`config.mk`:
```
export PLATFORM = sky130hd
export DESIGN_NAME = rx_sync_ctrl
export DESIGN_NICKNAME = d
export VERILOG_FILES = /design/src/rtl/rx_sync_pkg.sv /design/src/rtl/rx_hop_sched.sv /design/src/rtl/rx_sync_ctrl.sv
export SDC_FILE = /design/constraint.sdc
export NUM_CORES = 1
export LEC_CHECK = 0
export ABC_AREA = 1
export BUFFER_PORTS_ARGS = -buffer_cell sky130_fd_sc_hd__buf_2
export CORE_MARGIN = 2
export CORE_UTILIZATION = 60
export CTS_CLUSTER_SIZE = 12
export DETAILED_ROUTE_END_ITERATION = 7
export GPL_TIMING_DRIVEN = 0
export PLACE_DENSITY = 0.82
export RECOVER_POWER = 50
export SKIP_CTS_REPAIR_TIMING = 1
export SYNTH_ARGS = -nofsm -noshare
export SYNTH_HDL_FRONTEND = slang
export SYNTH_SLANG_ARGS = --single-unit
```
`constraint.sdc`:
```
create_clock -name logic_clk_in -period 2.9 [get_ports logic_clk_in]
set_input_delay 0.29 -clock logic_clk_in [delete_from_list [all_inputs] [get_ports logic_clk_in]]
set_output_delay 0.29 -clock logic_clk_in [all_outputs]
set_load 0.01 [all_outputs]
```
`src/rtl/rx_sync_pkg.sv`:
```
// ---------------------------------------------------------------------------
// rx_sync_pkg : shared state encoding, default parameters, counter widths
// Revision    : 1.0
// ---------------------------------------------------------------------------
`default_nettype none

package rx_sync_pkg;

  typedef enum logic [2:0] {
    ST_IDLE      = 3'd0,
    ST_COARSE    = 3'd1,
    ST_TR_SEARCH = 3'd2,
    ST_LOCKED    = 3'd3,
    ST_FAIL      = 3'd4
  } state_t;

  localparam int DEF_HOP_PERIOD     = 2600;
  localparam int DEF_NUM_SYNC_CHAN  = 8;
  localparam int DEF_COARSE_TO_HOPS = 64;
  localparam int DEF_TR_TO_CYCLES   = 10400;
  localparam int DEF_MAX_RETRY      = 3;

  // Bits needed to hold 0..max_val inclusive.
  function automatic int cnt_width(input int max_val);
    return (max_val < 2) ? 1 : $clog2(max_val + 1);
  endfunction

endpackage

`default_nettype wire

```
`src/rtl/rx_hop_sched.sv`:
```
// ---------------------------------------------------------------------------
// rx_hop_sched : SYNC hop counter, channel stepping and hop-boundary pulse
// Revision     : 1.0
// ---------------------------------------------------------------------------
`default_nettype none

module rx_hop_sched
  import rx_sync_pkg::*;
#(
  parameter int HOP_PERIOD    = DEF_HOP_PERIOD,
  parameter int NUM_SYNC_CHAN = DEF_NUM_SYNC_CHAN,
  parameter int MAX_HOPS      = DEF_COARSE_TO_HOPS
) (
  input  logic                             clk,
  input  logic                             rst,
  input  logic                             enable,
  input  logic                             clear,
  output logic [3:0]                       chan,
  output logic                             hop_en,
  output logic [cnt_width(MAX_HOPS)-1:0]   hop_count
);

  localparam int HP_W = cnt_width(HOP_PERIOD - 1);
  localparam int HN_W = cnt_width(MAX_HOPS);

  logic [HP_W-1:0] hop_cnt;

  // clear restarts the schedule and emits the entry pulse on channel 0
  always_ff @(posedge clk or posedge rst) begin
    if (rst) begin
      hop_cnt   <= '0;
      chan      <= 4'd0;
      hop_en    <= 1'b0;
      hop_count <= '0;
    end else if (clear) begin
      hop_cnt   <= '0;
      chan      <= 4'd0;
      hop_en    <= 1'b1;
      hop_count <= '0;
    end else if (enable) begin
      if (hop_cnt == HP_W'(HOP_PERIOD - 1)) begin
        hop_cnt <= '0;
        hop_en  <= 1'b1;
        chan    <= (chan == 4'(NUM_SYNC_CHAN - 1)) ? 4'd0 : chan + 4'd1;
        if (hop_count != HN_W'(MAX_HOPS))
          hop_count <= hop_count + HN_W'(1);
      end else begin
        hop_cnt <= hop_cnt + HP_W'(1);
        hop_en  <= 1'b0;
      end
    end else begin
      hop_en <= 1'b0;
    end
  end

endmodule

`default_nettype wire

```
`src/rtl/rx_sync_ctrl.sv`:
```
// ---------------------------------------------------------------------------
// rx_sync_ctrl : coarse/TR acquisition sequencer with timeouts and retries
// Revision     : 1.0
// ---------------------------------------------------------------------------
`default_nettype none

module rx_sync_ctrl
  import rx_sync_pkg::*;
#(
  parameter int HOP_PERIOD     = DEF_HOP_PERIOD,
  parameter int NUM_SYNC_CHAN  = DEF_NUM_SYNC_CHAN,
  parameter int COARSE_TO_HOPS = DEF_COARSE_TO_HOPS,
  parameter int TR_TO_CYCLES   = DEF_TR_TO_CYCLES,
  parameter int MAX_RETRY      = DEF_MAX_RETRY
) (
  input  logic       logic_clk_in,
  input  logic       logic_rst_in,
  input  logic       start_in,
  input  logic       abort_in,
  input  logic       coarse_syn_success_in,
  input  logic [4:0] coarse_position_in,
  input  logic       tr_syn_success_in,
  input  logic       tr_syn_finish_in,
  input  logic [6:0] tr_position_in,
  output logic [3:0] sync_hop_chan_out,
  output logic       sync_pn_hop_en_out,
  output logic       tr_syn_en_out,
  output logic [4:0] coarse_pos_out,
  output logic [6:0] tr_pos_out,
  output logic       slot_lock_out,
  output logic       sync_ok_pulse_out,
  output logic       sync_fail_pulse_out,
  output logic [2:0] state_out,
  output logic [1:0] retry_cnt_out
);

  localparam int         HN_W      = cnt_width(COARSE_TO_HOPS);
  localparam int         TR_W      = cnt_width(TR_TO_CYCLES);
  localparam logic [1:0] RETRY_LIM = 2'(MAX_RETRY);

  state_t          state;
  logic [TR_W-1:0] tr_timer;
  logic [1:0]      retry_cnt;
  logic [HN_W-1:0] hop_count;

  logic in_coarse, in_tr, coarse_to, tr_to, attempt_fail, can_retry;
  logic hop_clear, hop_enable;

  assign in_coarse = (state == ST_COARSE);
  assign in_tr     = (state == ST_TR_SEARCH);
  assign coarse_to = (hop_count == HN_W'(COARSE_TO_HOPS));
  assign tr_to     = (tr_timer == TR_W'(TR_TO_CYCLES));
  assign can_retry = (retry_cnt < RETRY_LIM);

  // A hit or finish in the same cycle as a timeout takes precedence over it.
  assign attempt_fail = (in_coarse && !coarse_syn_success_in && coarse_to) ||
                        (in_tr && (tr_syn_finish_in ? !tr_syn_success_in : tr_to));

  assign hop_clear  = !abort_in && (start_in || (attempt_fail && can_retry));
  assign hop_enable = in_coarse && !abort_in && !start_in &&
                      !coarse_syn_success_in && !attempt_fail;

  rx_hop_sched #(
    .HOP_PERIOD    (HOP_PERIOD),
    .NUM_SYNC_CHAN (NUM_SYNC_CHAN),
    .MAX_HOPS      (COARSE_TO_HOPS)
  ) u_hop_sched (
    .clk       (logic_clk_in),
    .rst       (logic_rst_in),
    .enable    (hop_enable),
    .clear     (hop_clear),
    .chan      (sync_hop_chan_out),
    .hop_en    (sync_pn_hop_en_out),
    .hop_count (hop_count)
  );

  always_ff @(posedge logic_clk_in or posedge logic_rst_in) begin
    if (logic_rst_in) begin
      state               <= ST_IDLE;
      tr_timer            <= '0;
      retry_cnt           <= 2'd0;
      tr_syn_en_out       <= 1'b0;
      coarse_pos_out      <= 5'd0;
      tr_pos_out          <= 7'd0;
      slot_lock_out       <= 1'b0;
      sync_ok_pulse_out   <= 1'b0;
      sync_fail_pulse_out <= 1'b0;
    end else begin
      sync_ok_pulse_out   <= 1'b0;
      sync_fail_pulse_out <= 1'b0;
      if (abort_in) begin
        state         <= ST_IDLE;
        tr_syn_en_out <= 1'b0;
        slot_lock_out <= 1'b0;
      end else if (start_in) begin
        state         <= ST_COARSE;
        retry_cnt     <= 2'd0;
        tr_timer      <= '0;
        tr_syn_en_out <= 1'b0;
        slot_lock_out <= 1'b0;
      end else begin
        if (in_tr && !tr_to)
          tr_timer <= tr_timer + TR_W'(1);
        if (in_coarse && coarse_syn_success_in) begin
          coarse_pos_out <= coarse_position_in;
          state          <= ST_TR_SEARCH;
          tr_syn_en_out  <= 1'b1;
          tr_timer       <= '0;
        end else if (in_tr && tr_syn_finish_in && tr_syn_success_in) begin
          tr_pos_out        <= tr_position_in;
          state             <= ST_LOCKED;
          tr_syn_en_out     <= 1'b0;
          slot_lock_out     <= 1'b1;
          sync_ok_pulse_out <= 1'b1;
        end else if (attempt_fail) begin
          tr_syn_en_out <= 1'b0;
          if (can_retry) begin
            retry_cnt <= retry_cnt + 2'd1;
            state     <= ST_COARSE;
          end else begin
            state               <= ST_FAIL;
            sync_fail_pulse_out <= 1'b1;
          end
        end
      end
    end
  end

  assign state_out     = state;
  assign retry_cnt_out = retry_cnt;

endmodule

`default_nettype wire

```
==> flow_metrics.tcl, run 1 <==
set metrics [dict create \
    outcome "finished, final reports clean" \
    syn_to_final_growth_pct 15.2 \
    drv_cap 0 \
    ys_warn_count 0 \
    dr_wl_met3_microns 352 \
    max-slew-margin-rel 0.354 \
    wl_met1_microns 3480 \
    yosysSeqAreaShare 0.431 \
    port-buffer-count 44 \
    hp-class "primary input to register" \
    initial_utilization 0.623 \
    top_layer "met4" \
    p_int_mw 1.43 \
    clockBufferDepth 2 \
    yosys.area.top_type_share 0.431 \
    grt_antenna_before_repair 0 \
    drive_gt1_frac 0.162 \
    die_area_sq_um 6330 \
    first_pass_iters 5 \
    cts_buffers 9 \
    worst_slack_ps 810 \
    cts_tree "yes" \
    tns_ps 0 \
    finalNonFillerCells 578 \
    cp-end-kind "async pin" \
    fin_crit_sh 0.721 \
    required_ps 3230 \
    dp_hpwl_microns 5580 \
    grt_usage 0.274 \
    reg2reg_slack_ps 810 \
    syn_area_sq_um 3430 \
    period_needed_ps 2090 \
    grt_setup_unrepaired "false" \
    worstMarginPinSlew_ps 970 \
    switching_share 0.265 \
    synth.area.top_cells "dfrtp_1 (43%), nand2_1 (11%), nand3_1 (9.9%)" \
    place.gp.congestion 0.931 \
    finalHoldViolations 0 \
    grt_max_degree 41 \
    r2r_start "u_hop_sched.hop_cnt[0]" \
    coreArea_sq_um 5510 \
    utilization 0.717 \
    antenna_cells 0 \
    rr_endpoint "u_hop_sched.hop_count[6]" \
    finalSetupViolCount 0 \
    die_w_microns 79.6 \
    r2r_cells 9 \
    worstPathMaxFanout 40 \
    via_per_inst 5.44 \
    path_class "primary input to async pin" \
    clk_pin_slew_ps 70 \
    die_y_microns 79.6 \
    hold_depth 3 \
    grt_pass1_wl_microns 13600 \
    combPwrFrac 0.114 \
    cp-startpoint "logic_rst_in" \
    pwr-share-clk 0.427 \
    overflow 0 \
    leakage_nw 2.01 \
    synth_largest_area_cell "dfrtp_1" \
    dp_slack_ps 886 \
    drtIter0Drc 214 \
    cp.arrival_ps 2420 \
    route.detailed.drc 0 \
    powerDensity_nw_per_um2 491 \
    clk-insertion-delay-late_ps 350 \
    hp-start "tr_position_in[4]" \
    final_cell_mix "nand2_1 (105), nand3_1 (68), dfrtp_1 (59), inv_1 (56)" \
    placementRows 27 \
    cts_sinks 59 \
    ios 45 \
    grt_pass1_vias 2941 \
    root_buffer "clkbuf_8" \
    drv_slew 0 \
    p_seq_frac 0.460 \
    mostFrequentLayoutCell "nand2_1" \
    fmax_ghz 0.478 \
    synth_cell_types 34 \
    syn_inst 444 \
    cts_max_level 3 \
    syn-num-nets 470 \
    p_switching_mw 0.515 \
    synth_seq_cells 59 \
    num-nets-final 527 \
    hold_end "tr_pos_out[4]" \
    vias 3142 \
    vdd_drop_max_mv 0.317 \
    fin_skew_ps 7.58 \
    routed-wl-met2_microns 3900 \
    syn_area_per_cell_sq_um 7.72 \
    wl_microns 7880 \
    startpoint_type "primary input" \
    ant_nets 0 \
    wl_per_cell_microns 13.6 \
    report.power.total_mw 1.94 \
    dp_cells 561 \
]
[cell usage after synthesis]
library cell,number
o31ai_1,1
o21ai_1,1
inv_1,56
nor3_2,1
nor2_4,4
or2_2,1
ha_1,7
o211ai_1,1
nor3_4,1
nor2_1,29
clkinv_1,1
nor3_1,19
and3_1,1
buf_6,3
clkbuf_2,1
nand2_1,105
buf_4,7
nor2_2,1
inv_2,5
nand3_4,1
nand4_1,13
o21ai_0,13
nand2_2,4
xor2_1,12
a31oi_1,2
dfrtp_1,59
mux2_2,5
buf_2,1
xnor2_1,2
nand3_2,1
nand3_1,68
o21ai_2,1
a21oi_1,15
o22ai_1,2
[layer usage]
| layer | track usage | vias up |
|---|---|---|
| li1 | - | 1565 |
| met1 | 0.355 | 1472 |
| met2 | 0.458 | 88 |
| met3 | 0.0509 | 17 |
| met4 | 0.103 | 0 |
| met5 | 0 | - |
[state kept, by name, indices dropped and copies added, names as in the netlist, 2 cells and up]
register               flops
tr_pos_out                 7
retry_cnt_out              2
u_hop_sched.chan           4
u_hop_sched.hop_count      7
u_hop_sched.hop_cnt       12
tr_timer                  14
state_out                  3
coarse_pos_out             5
[final cells by class]
cell class                 instances  area, sq um
multi-input combinational        311         1620
fill                             459         1560
sequential                        59         1480
inverter                          62          233
timing repair buffer              46          215
clock buffer                       9          124
buffer                            12         96.3
clock inverter                     7         92.6
tap                               72         90.1
[through the flow]
step	cell area, sq um	hold WS [ps]
3_3_place_gp	3740	453
4_1_cts	3980	-39.4
2_1_floorplan	3430	387
5_1_grt	3950	149
3_5_place_dp	3760	327
6_report	3950	139
[how the worst max path moves through the flow]
| stage | endpoint | slack (ps) | depth (start not counted) |
|---|---|---|---|
| 6_report | tr_timer[13] | 810 | 4 |
| 5_1_grt | tr_timer[2] | 440 | 4 |
| 4_1_cts | u_hop_sched.hop_count[6] | 850 | 9 |
| 3_5_place_dp | u_hop_sched.chan[2] | 890 | 9 |
| 3_3_place_gp | tr_timer[4] | 430 | 2 |
| 2_1_floorplan | coarse_pos_out[0] | 1150 | 1 |
[kinds of logic after synthesis]
logic type               share of synthesized area
flip-flops                                   0.431
XOR/XNOR                                    0.0358
AO/OA/AOI/OAI                               0.0566
buffers and inverters                       0.0960
multiplexers                                0.0164
adder cells (fa/ha/maj)                     0.0255
AND/OR/NAND/NOR                              0.339
[critical path, cell delays in order]
cell	delay, ps
dlygate4sd3_1	540
buf_2	120
inv_1	570
clkbuf_2	870
[power by group through the flow]
stage	clock (mW)	sequential [mW]	combinational (mW)
detailed placement	0	0.907	0.234
global route	0.872	0.898	0.244
finish	0.828	0.892	0.221
floorplan	0	0.924	0.121
global placement	0	0.903	0.223
CTS	0.834	0.892	0.234
Power figures use the tool's default switching activity.
==> run 2: changes to the inputs <==
--- a/config.mk
+++ b/config.mk
@@ -8,11 +8,11 @@
 export ABC_AREA = 1
 export BUFFER_PORTS_ARGS = -buffer_cell sky130_fd_sc_hd__buf_2
 export CORE_MARGIN = 2
-export CORE_UTILIZATION = 60
+export CORE_UTILIZATION = 52
 export CTS_CLUSTER_SIZE = 12
 export DETAILED_ROUTE_END_ITERATION = 7
 export GPL_TIMING_DRIVEN = 0
-export PLACE_DENSITY = 0.82
+export PLACE_DENSITY = 0.76
 export RECOVER_POWER = 50
 export SKIP_CTS_REPAIR_TIMING = 1
 export SYNTH_ARGS = -nofsm -noshare
==> constraint.sdc (replaced) <==
create_clock -name logic_clk_in -period 1.9 [get_ports logic_clk_in]
set_input_delay 0.19 -clock logic_clk_in [delete_from_list [all_inputs] [get_ports logic_clk_in]]
set_output_delay 0.19 -clock logic_clk_in [all_outputs]
set_load 0.01 [all_outputs]
==> flow_metrics.tcl, run 2 (synthesized netlist as in run 1, its figures left out) <==
set metrics [dict create \
    r2r_cells 10 \
    outcome "finished, final reports clean" \
    die_y_microns 85.2 \
    top_register "tr_timer" \
    grt_usage 0.228 \
    coreArea_sq_um 6350 \
    finalHoldViolations 0 \
    syn_to_final_growth_pct 18.5 \
    fmax_ghz 0.559 \
    num-nets-final 534 \
    clockBufferDepth 2 \
    placementRows 29 \
    combPwrFrac 0.114 \
    r2r_start "u_hop_sched.hop_cnt[0]" \
    grt_pass1_vias 3066 \
    clk_pin_slew_ps 70 \
    overflow 0 \
    nFillCells 532 \
    largest_reg_flops 14 \
    hold_depth 3 \
    drtIter0Drc 190 \
    vdd_drop_max_mv 0.636 \
    finalSetupViolCount 0 \
    finalNonFillerCells 590 \
    via_per_inst 5.35 \
    antenna_cells 0 \
    wl_per_cell_microns 13.1 \
    cp-startpoint "u_hop_sched.hop_cnt[0]" \
    first_pass_iters 4 \
    grt_antenna_before_repair 0 \
    cp-end-kind "register" \
    route.detailed.drc 0 \
    p_switching_mw 0.757 \
    leakage_nw 2.05 \
    wl_microns 7750 \
    cts_buffers 9 \
    grt_setup_unrepaired "false" \
    final_cell_mix "nand2_1 (105), nand3_1 (67), dfrtp_1 (58), inv_1 (55), nor2_1 (29)" \
    max-slew-margin-rel 0.310 \
    cts_max_level 3 \
    drive_gt1_frac 0.162 \
    pwr-share-clk 0.435 \
    grt_max_degree 35 \
    period_needed_ps 1790 \
    worst_slack_ps 111 \
    regArea_sq_um 1480 \
    drv_cap 0 \
    place.gp.congestion 0.936 \
    grt_pass1_wl_microns 13400 \
    cts_sinks 59 \
    hp-class "primary input to register" \
    ant_nets 0 \
    dp_hpwl_microns 5520 \
    drv_slew 0 \
    die_w_microns 85.2 \
    fin_crit_sh 0.942 \
    cp.arrival_ps 2010 \
    switching_share 0.251 \
    mostFrequentLayoutCell "nand2_1" \
    startpoint_type "register" \
    multi_input_area_sq_um 1650 \
    vias 3158 \
    dp_slack_ps -63.2 \
    tns_ps 0 \
    port-buffer-count 44 \
    powerDensity_nw_per_um2 742 \
    p_seq_frac 0.451 \
    initial_utilization 0.540 \
    ios 45 \
    largestRegisters "tr_timer x14, u_hop_sched.hop_cnt x12" \
    hp-start "tr_position_in[0]" \
    worstPathMaxFanout 6 \
    die_area_sq_um 7260 \
    path_class "register to register" \
    dp_cells 566 \
    fin_skew_ps 10.5 \
    clk-insertion-delay-late_ps 340 \
    cts_tree "yes" \
    required_ps 2120 \
    root_buffer "clkbuf_8" \
    report.power.total_mw 3.02 \
    worstMarginPinSlew_ps 1030 \
    p_int_mw 2.26 \
]
==> run 2: cell count changes in the layout (fill, tap and decap cells not counted), moves of 2 or more <==
cell / previous run / this run
buf_4: 7 / 9
clkbuf_8: 9 / 11
clkbuf_1: 16 / 27
buf_2: 29 / 19
buf_6: 3 / 7
clkinvlp_4: 3 / 1
==> run 2: per-stage QoR <==
stage               instance area, sq um   util  hold slack [ps]
detailed placement                  3760  0.593              282
floorplan                           3430      -              287
finish                              4060  0.640             49.4
CTS                                 3990  0.629            -85.9
global route                        4060  0.640             40.8
global placement                    3740  0.590              394
==> run 2: critical path, stage by stage, from the launching register on <==
cell and delay, ps:
dfrtp_2 420, ha_2 250, nand2_2 90, inv_1 80
nand3_1 110, nor3_4 190, nand4_1 110, buf_4 170
buf_4 150, nand3_1 70, nand2_1 50
==> run 2: layout make-up <==
type / count / area share
plain buffers: 12 / 0.0280
clock buffers: 12 / 0.0382
flip-flops and latches: 59 / 0.364
inverters: 62 / 0.0573
clock inverters: 4 / 0.0179
multi-input cells: 311 / 0.405
well taps: 77 / 0.0237
repair buffers: 53 / 0.0659
==> run 2: final timing paths <==
kind | slack [ps] | endpoint
setup / recovery | 110 | u_hop_sched.hop_count[0]
hold / removal | 50 | tr_pos_out[0]
setup reg to reg | 110 | u_hop_sched.hop_count[0]
hold reg to reg | 470 | tr_pos_out[3]
max in group asynchronous | 510 | u_hop_sched.hop_cnt[0]
min in group asynchronous | 650 | tr_pos_out[4]
==> run 2: routing by layer <==
metal  up-vias  share of wire  GRT usage
met4         0         0.0095     0.0851
met2        86           0.48      0.370
met1      1495           0.46      0.298
met5         -              0          0
li1       1569              -          -
met3         8          0.053     0.0545
==> run 2: power by group through the flow <==
stage | sequential (mW) | combinational (mW) | clock (mW)
after floorplan | 1.41 | 0.184 | 0
after global placement | 1.38 | 0.341 | 0
after detailed placement | 1.38 | 0.356 | 0
after CTS | 1.36 | 0.356 | 1.34
after global routing | 1.37 | 0.382 | 1.38
final | 1.36 | 0.343 | 1.31
